<file path="src/rtl/vga_pixel_clk_gen.sv">
// ---------------------------------------------------------------------------
// vga_pixel_clk_gen
//   Synthesizable replacement for the vendor VGA PLL. Divides the fast board
//   clock by an integer ratio into a 50 % duty pixel clock. It also provides a
//   clock-enable pulse for logic that stays in the VGA_Clk domain, and a lock
//   flag that rises once the divider has run a fixed number of full periods.
//
// Parameters
//   DIV_RATIO  : c0 = VGA_Clk / DIV_RATIO, 2..1024
//   LOCK_DELAY : full c0 periods after reset before locked rises, 1..65535
//
// Ports
//   VGA_Clk : input  - fast reference clock; every register runs on it
//   Reset   : input  - asynchronous, active-high reset
//   c0      : output - divided pixel clock, 50 % duty
//   c0_en   : output - one VGA_Clk-cycle pulse, high in the cycle before
//                      each c0 rising edge
//   locked  : output - high once LOCK_DELAY full c0 periods have elapsed
// ---------------------------------------------------------------------------
module vga_pixel_clk_gen #(
    parameter int DIV_RATIO  = 2,
    parameter int LOCK_DELAY = 16
) (
    input  logic VGA_Clk,
    input  logic Reset,
    output logic c0,
    output logic c0_en,
    output logic locked
);

    if (DIV_RATIO < 2 || DIV_RATIO > 1024) begin : g_bad_div_ratio
        $error("vga_pixel_clk_gen: DIV_RATIO must be in 2..1024");
    end
    if (LOCK_DELAY < 1 || LOCK_DELAY > 65535) begin : g_bad_lock_delay
        $error("vga_pixel_clk_gen: LOCK_DELAY must be in 1..65535");
    end

    localparam int CW = $clog2(DIV_RATIO);
    localparam int LW = $clog2(LOCK_DELAY + 1);

    localparam logic [CW-1:0] CNT_LAST = CW'(DIV_RATIO - 1);
    localparam logic [CW-1:0] CNT_HALF = CW'(DIV_RATIO / 2);
    localparam logic [LW-1:0] LOCK_MAX = LW'(LOCK_DELAY);

    logic [CW-1:0] cnt_q;
    logic          pos_q;
    logic          neg_q;
    logic [LW-1:0] lock_cnt_q;
    logic [LW-1:0] lock_cnt_nxt;
    logic          locked_q;
    logic          wrap;

    assign wrap = (cnt_q == CNT_LAST);

    // The lock counter advances once per completed c0 period and then holds.
    always_comb begin
        lock_cnt_nxt = lock_cnt_q;
        if (wrap && (lock_cnt_q != LOCK_MAX)) begin
            lock_cnt_nxt = lock_cnt_q + 1'b1;
        end
    end

    always_ff @(posedge VGA_Clk or posedge Reset) begin
        if (Reset) begin
            cnt_q      <= '0;
            pos_q      <= 1'b0;
            lock_cnt_q <= '0;
            locked_q   <= 1'b0;
        end else begin
            cnt_q      <= wrap ? '0 : cnt_q + 1'b1;
            // Phase 0 is counted as high, so the first edge after reset
            // starts a full-width high phase.
            pos_q      <= (cnt_q < CNT_HALF);
            lock_cnt_q <= lock_cnt_nxt;
            // Registered and sticky: rises on the same edge as the final
            // wrap and only clears on Reset.
            locked_q   <= locked_q | (lock_cnt_nxt == LOCK_MAX);
        end
    end

    // Odd ratios need an extra half cycle of high time. A falling-edge copy
    // of pos_q stretches the high phase. pos_q and neg_q overlap by half a
    // cycle at the falling transition, so their OR cannot glitch.
    if ((DIV_RATIO % 2) != 0) begin : g_odd
        always_ff @(negedge VGA_Clk or posedge Reset) begin
            if (Reset) begin
                neg_q <= 1'b0;
            end else begin
                neg_q <= pos_q;
            end
        end
    end else begin : g_even
        assign neg_q = 1'b0;
    end

    assign c0     = pos_q | neg_q;
    assign c0_en  = (cnt_q == '0) & ~Reset;
    assign locked = locked_q;

endmodule

</file>
<file path="config.mk">
export PLATFORM = sky130hd
export DESIGN_NAME = vga_pixel_clk_gen
export DESIGN_NICKNAME = d
export VERILOG_FILES = /design/src/rtl/vga_pixel_clk_gen.sv
export SDC_FILE = /design/constraint.sdc
export NUM_CORES = 1
export LEC_CHECK = 0
export BUFFER_PORTS_ARGS = -buffer_cell sky130_fd_sc_hd__buf_2
export CELL_PAD_IN_SITES_DETAIL_PLACEMENT = 1
export CELL_PAD_IN_SITES_GLOBAL_PLACEMENT = 1
export CORE_AREA = 10 10 47 49
export CTS_CLUSTER_SIZE = 10
export DETAILED_ROUTE_END_ITERATION = 10
export DIE_AREA = 0 0 57 59
export GPL_TIMING_DRIVEN = 0
export HOLD_SLACK_MARGIN = 0.08
export PLACE_DENSITY_LB_ADDON = 0.1
export RECOVER_POWER = 100
export SETUP_SLACK_MARGIN = 0.15
export SKIP_LAST_GASP = 1
export SLEW_MARGIN = 20
export SYNTH_ARGS = -nofsm -noshare
export SYNTH_HDL_FRONTEND = slang
export SYNTH_SLANG_ARGS = --single-unit
</file>
<file path="constraint.sdc">
create_clock -name VGA_Clk -period 3.95 [get_ports VGA_Clk]
set_clock_uncertainty 0.05 [all_clocks]
set_input_delay 0 -clock VGA_Clk [delete_from_list [all_inputs] [get_ports VGA_Clk]]
set_output_delay 0 -clock VGA_Clk [all_outputs]
set_load 0.05 [all_outputs]
</file>
## Word-level counts from Yosys, hierarchy flattened

Index checks and enable logic that the tools add are counted.
W data, S select, Z words.

- Word-level logic and storage cells: 16
- Output and inout bits: 3
- Flip-flop bits (word level): 8
- Input bits: 2

- Eq/ne operators: 2
- Magnitude comparators: 1
- Bitwise operators: 4
- Reductions and logical operators: 1
- Muxes and demuxes: 2
- Add/subtract/negate cells: 2

Operators by type and width:

| cell | number |
|---|---|
| $add A5 B1 Y5 const B | 1 |
| $eq A5 B5 Y1 const B | 1 |
| $mux W5 | 1 |
| $ne A5 B5 Y1 const B | 1 |
| $not A1 Y1 | 2 |
| $add A1 B1 Y1 const B | 1 |
| $and A1 B1 Y1 | 1 |
| $logic_and A1 B1 Y1 | 1 |
| $lt A1 B1 Y1 const B | 1 |
| $mux W1 | 1 |
| $or A1 B1 Y1 | 1 |

## Longest topological paths before layout

- Word-level depth: 5
- Depth in mapped cells: 6

## Worst setup path before layout

Ideal clock, no wire load.

- Path kind: register -> register
- Start point: register cnt_q
- End point: register locked_q, in the netlist locked
- Arrival time: 1.386 ns
- Cell stages (with the launch flop): 5
- Slack: 2.422 ns
- Library setup time: 0.092 ns
- Data required time: 3.808 ns
- Path through: dfrtp_1 -> clkbuf_2 -> nand4_1 -> xnor2_1 -> o31ai_2

- Cells in the longest elaborated chain, start to end: 4

RTL lines:

| element | RTL line | text |
|---|---|---|
| from (decl) | 45 | `logic [CW-1:0] cnt_q;` |
| from (signal assigned) | 70 | `cnt_q <= wrap ? '0 : cnt_q + 1'b1;` |
| $logic_and A1 B1 Y1 | 58 | `if (wrap && (lock_cnt_q != LOCK_MAX)) begin` |
| $mux W5 | 58 |  |
| net lock_cnt_nxt[3] | 49 | `logic [LW-1:0] lock_cnt_nxt;` |
| $eq A5 B5 Y1 | 77 | `locked_q <= locked_q \| (lock_cnt_nxt == LOCK_MAX);` |
| $or A1 B1 Y1 | 77 |  |
| to (signal assigned) | 77 |  |
| to (decl) | 50 | `logic locked_q;` |

The timed path passes the listed nets, and every way through them passes these cells.

## Final worst setup path

- Start point: register lock_cnt_q[0]
- End point: register locked_q, in the netlist locked

- Cells in the longest elaborated chain, start to end: 5

RTL lines:

| element | RTL line | text |
|---|---|---|
| from (decl) | 48 | `logic [LW-1:0] lock_cnt_q;` |
| from (signal assigned) | 74 | `lock_cnt_q <= lock_cnt_nxt;` |
| parallel branches: the longest is 2 deep, another holds $add A5 B1 Y5 | -- |  |
| $mux W5 (*) | 58 |  |
| $eq A5 B5 Y1 (*) | 77 |  |
| $or A1 B1 Y1 (*) | 77 |  |

Every way passes the cells marked *.

==> flow_metrics.tcl <==
set metrics [dict create \
    core_sq_um 1401 \
    die_y_um 59 \
    seqPwrFrac_pct 50.9 \
    cts_resized 0 \
    grt_overflow 0 \
    switchingPower_w 0.00002966 \
    drt_iter0_markers 2 \
    path_class "flip-flop to flip-flop" \
    relSlewSlack_pct 59.51 \
    cts-root-buf "clkbuf_4" \
    vias_per_cell 4.758 \
    ir_drop_mv 0.1396 \
    vias 295 \
    dp_hpwl_um 619.8 \
    drtAntennaViolNets 0 \
    start_util_pct 28.21 \
    arrival_ns 1.87 \
    p_leak_nw 0.2015 \
    avgSynthCellArea_sq_um 10.69 \
    p_comb_share_pct 2.0 \
    swShare_pct 21.04 \
    ys_warn_count 0 \
    worst_slack_ns 2.153 \
    fin_crit_sh_pct 45.49 \
    status "finished, final reports clean" \
    fin_crit_ns 1.797 \
    critPathRequiredTime_ns 4.03 \
    synth_seq_cells 7 \
    synthesis.area_sq_um 395.4 \
    antenna_found_initial 0 \
    grt_max_degree 9 \
    dp_slack_ns 2.390 \
    fmax_mhz 556.5 \
    postSynthCellCount 37 \
    cp-start-kind "flip-flop" \
    cts_buffers 3 \
    clockPowerShare_pct 47.2 \
    tns_ns 0 \
    nets 51 \
    routabilityCongestion 0.7227 \
    grt_pass1_wl_um 1483 \
    rows 14 \
    setup-violations-final 0 \
    cts_tree "done" \
    powerDensity_nw_per_um2 319.2 \
    hold_ws_ns 0.1822 \
    hold_viol_final 0 \
    n_antenna_cell 0 \
    grt_pass1_vias 323 \
    drive_gt1_share_pct 10.87 \
    drc 0 \
    drt_pre_antenna_iters 3 \
    drt_wl_total_um 786 \
    ys_seq_area_share_pct 44.30 \
    die_area_sq_um 3363 \
    final_max_slew_viol_count 0 \
    grt_usage_pct 5.633 \
    maxCapViolations 0 \
    hold_path.class "primary input to async pin" \
    ys_types 17 \
    dp.cells 57 \
    crit_fanout 5 \
    synthToLayoutAreaGrowth_pct 11.71 \
    synth_nets 41 \
    io_pins 5 \
    postLayoutCoreUtil_pct 31.52 \
    dieWidth_um 57 \
    port_buffers 4 \
    end_kind "flip-flop" \
    wl_per_cell_um 12.68 \
    clkSlewWorstSetupHoldPaths_ns 0.06 \
    tightest_slew_ns 0.6100 \
    rsz0062_at_grt "no" \
    cts_sinks 7 \
    clk_path_buf_depth 2 \
    internal-power_w 0.0001113 \
    htree_levels 1 \
    clkLatencyLatePin_ns 0.25 \
    stdcell_count 62 \
]
[registers in the layout (all words and copies together) (netlist names)]
register	flops
lock_cnt_q	5
cnt_q	1
locked	1
[critical path, cell delays in order (launching register included)]
cell,delay (ns)
dfrtp_1,0.44
inv_1,0.10
ha_1,0.17
nand3b_1,0.10
o21ai_0,0.43
mux2i_1,0.31
o31ai_2,0.08
[worst paths after layout]
check	slack [ns]	to	from	cells past startpoint
max in group asynchronous	3.44	locked	Reset	3
min in group VGA_Clk	0.42	locked	locked	2
max	2.15	locked	lock_cnt_q[0]	6
max reg2reg	2.15	locked	lock_cnt_q[0]	6
min reg2reg	0.42	locked	locked	2
min	0.18	cnt_q	Reset	3
[stage by stage]
step,power (W),cell area (sq um)
global placement,0.00007513,435.4
global route,0.0001511,441.7
CTS,0.0001432,471.7
floorplan,0.00007415,395.4
finish,0.0001410,441.7
detailed placement,0.00007531,435.4
[cell usage after synthesis]
cell,instances,area [sq um]
nand2_1,2,7.510
o21ai_0,2,10.01
xnor2_1,4,35.03
nor2_1,3,11.26
mux2_2,1,11.26
nand4_1,2,12.51
o22a_1,1,8.760
mux2i_1,1,10.01
o31ai_2,1,12.51
nor2b_1,1,6.260
nand3_1,2,10.01
nand3b_4,1,20.02
dfrtp_1,7,175.2
inv_1,5,18.77
clkbuf_2,1,5.000
o21ai_4,1,16.27
ha_1,2,25.02
[kinds of logic (layout without fill, tap and decap cells)]
logic type / after synthesis / count (layout) / share of synthesized area [%]
simple gates: 11 / 11 / 17.09
flops: 7 / 7 / 44.30
buf+inv: 6 / 15 / 6.012
compound gates: 5 / 5 / 12.03
xor+xnor: 4 / 4 / 8.860
fa+ha+maj: 2 / 2 / 6.328
mux: 2 / 2 / 5.380
[placed cells by master (no fill, tap or decap), types with 2 or more instances in the layout]
cell / instances
dfrtp_1: 7
nand3_1: 2
inv_1: 5
nor2_1: 3
nand4_1: 2
xnor2_1: 4
clkbuf_1: 6
ha_1: 2
o21ai_0: 3
clkbuf_4: 3
nand2_1: 2
[power by group through the flow]
stage / clock, W / sequential, W / combinational (W)
detailed placement: 0 / 0.0000730 / 0.00000230
CTS: 0.0000685 / 0.0000717 / 0.00000303
global route: 0.0000762 / 0.0000716 / 0.00000334
global placement: 0 / 0.0000730 / 0.00000212
finish: 0.0000665 / 0.0000717 / 0.00000276
floorplan: 0 / 0.0000730 / 0.00000114
[what timing repair did]
item	4_1_cts	5_1_grt
setup endpoints to repair	0	0
buffers inserted	0	0
endpoints found under the hold margin	7	0
hold buffers	1	0
[layer usage]
metal  part of all wire [%]  vias up  global-route usage (%)
met1                     42      152                   5.742
met4                    1.0        0                   2.013
met3                    2.7        2                   2.575
li1                       -      140                       -
met2                     54        1                   9.922
met5                      0        -                       0
[final cells by class]
| class | instances | area [sq um] |
|---|---|---|
| clock buffers | 4 | 26.28 |
| inverters | 5 | 18.77 |
| plain buffers | 1 | 3.754 |
| flip-flops and latches | 7 | 175.2 |
| repair buffers | 5 | 25.02 |
| well taps | 16 | 20.02 |
| fillers | 179 | 959.7 |
| multi-input cells | 24 | 172.7 |
Note: power is estimated with default switching activity, not from simulation.
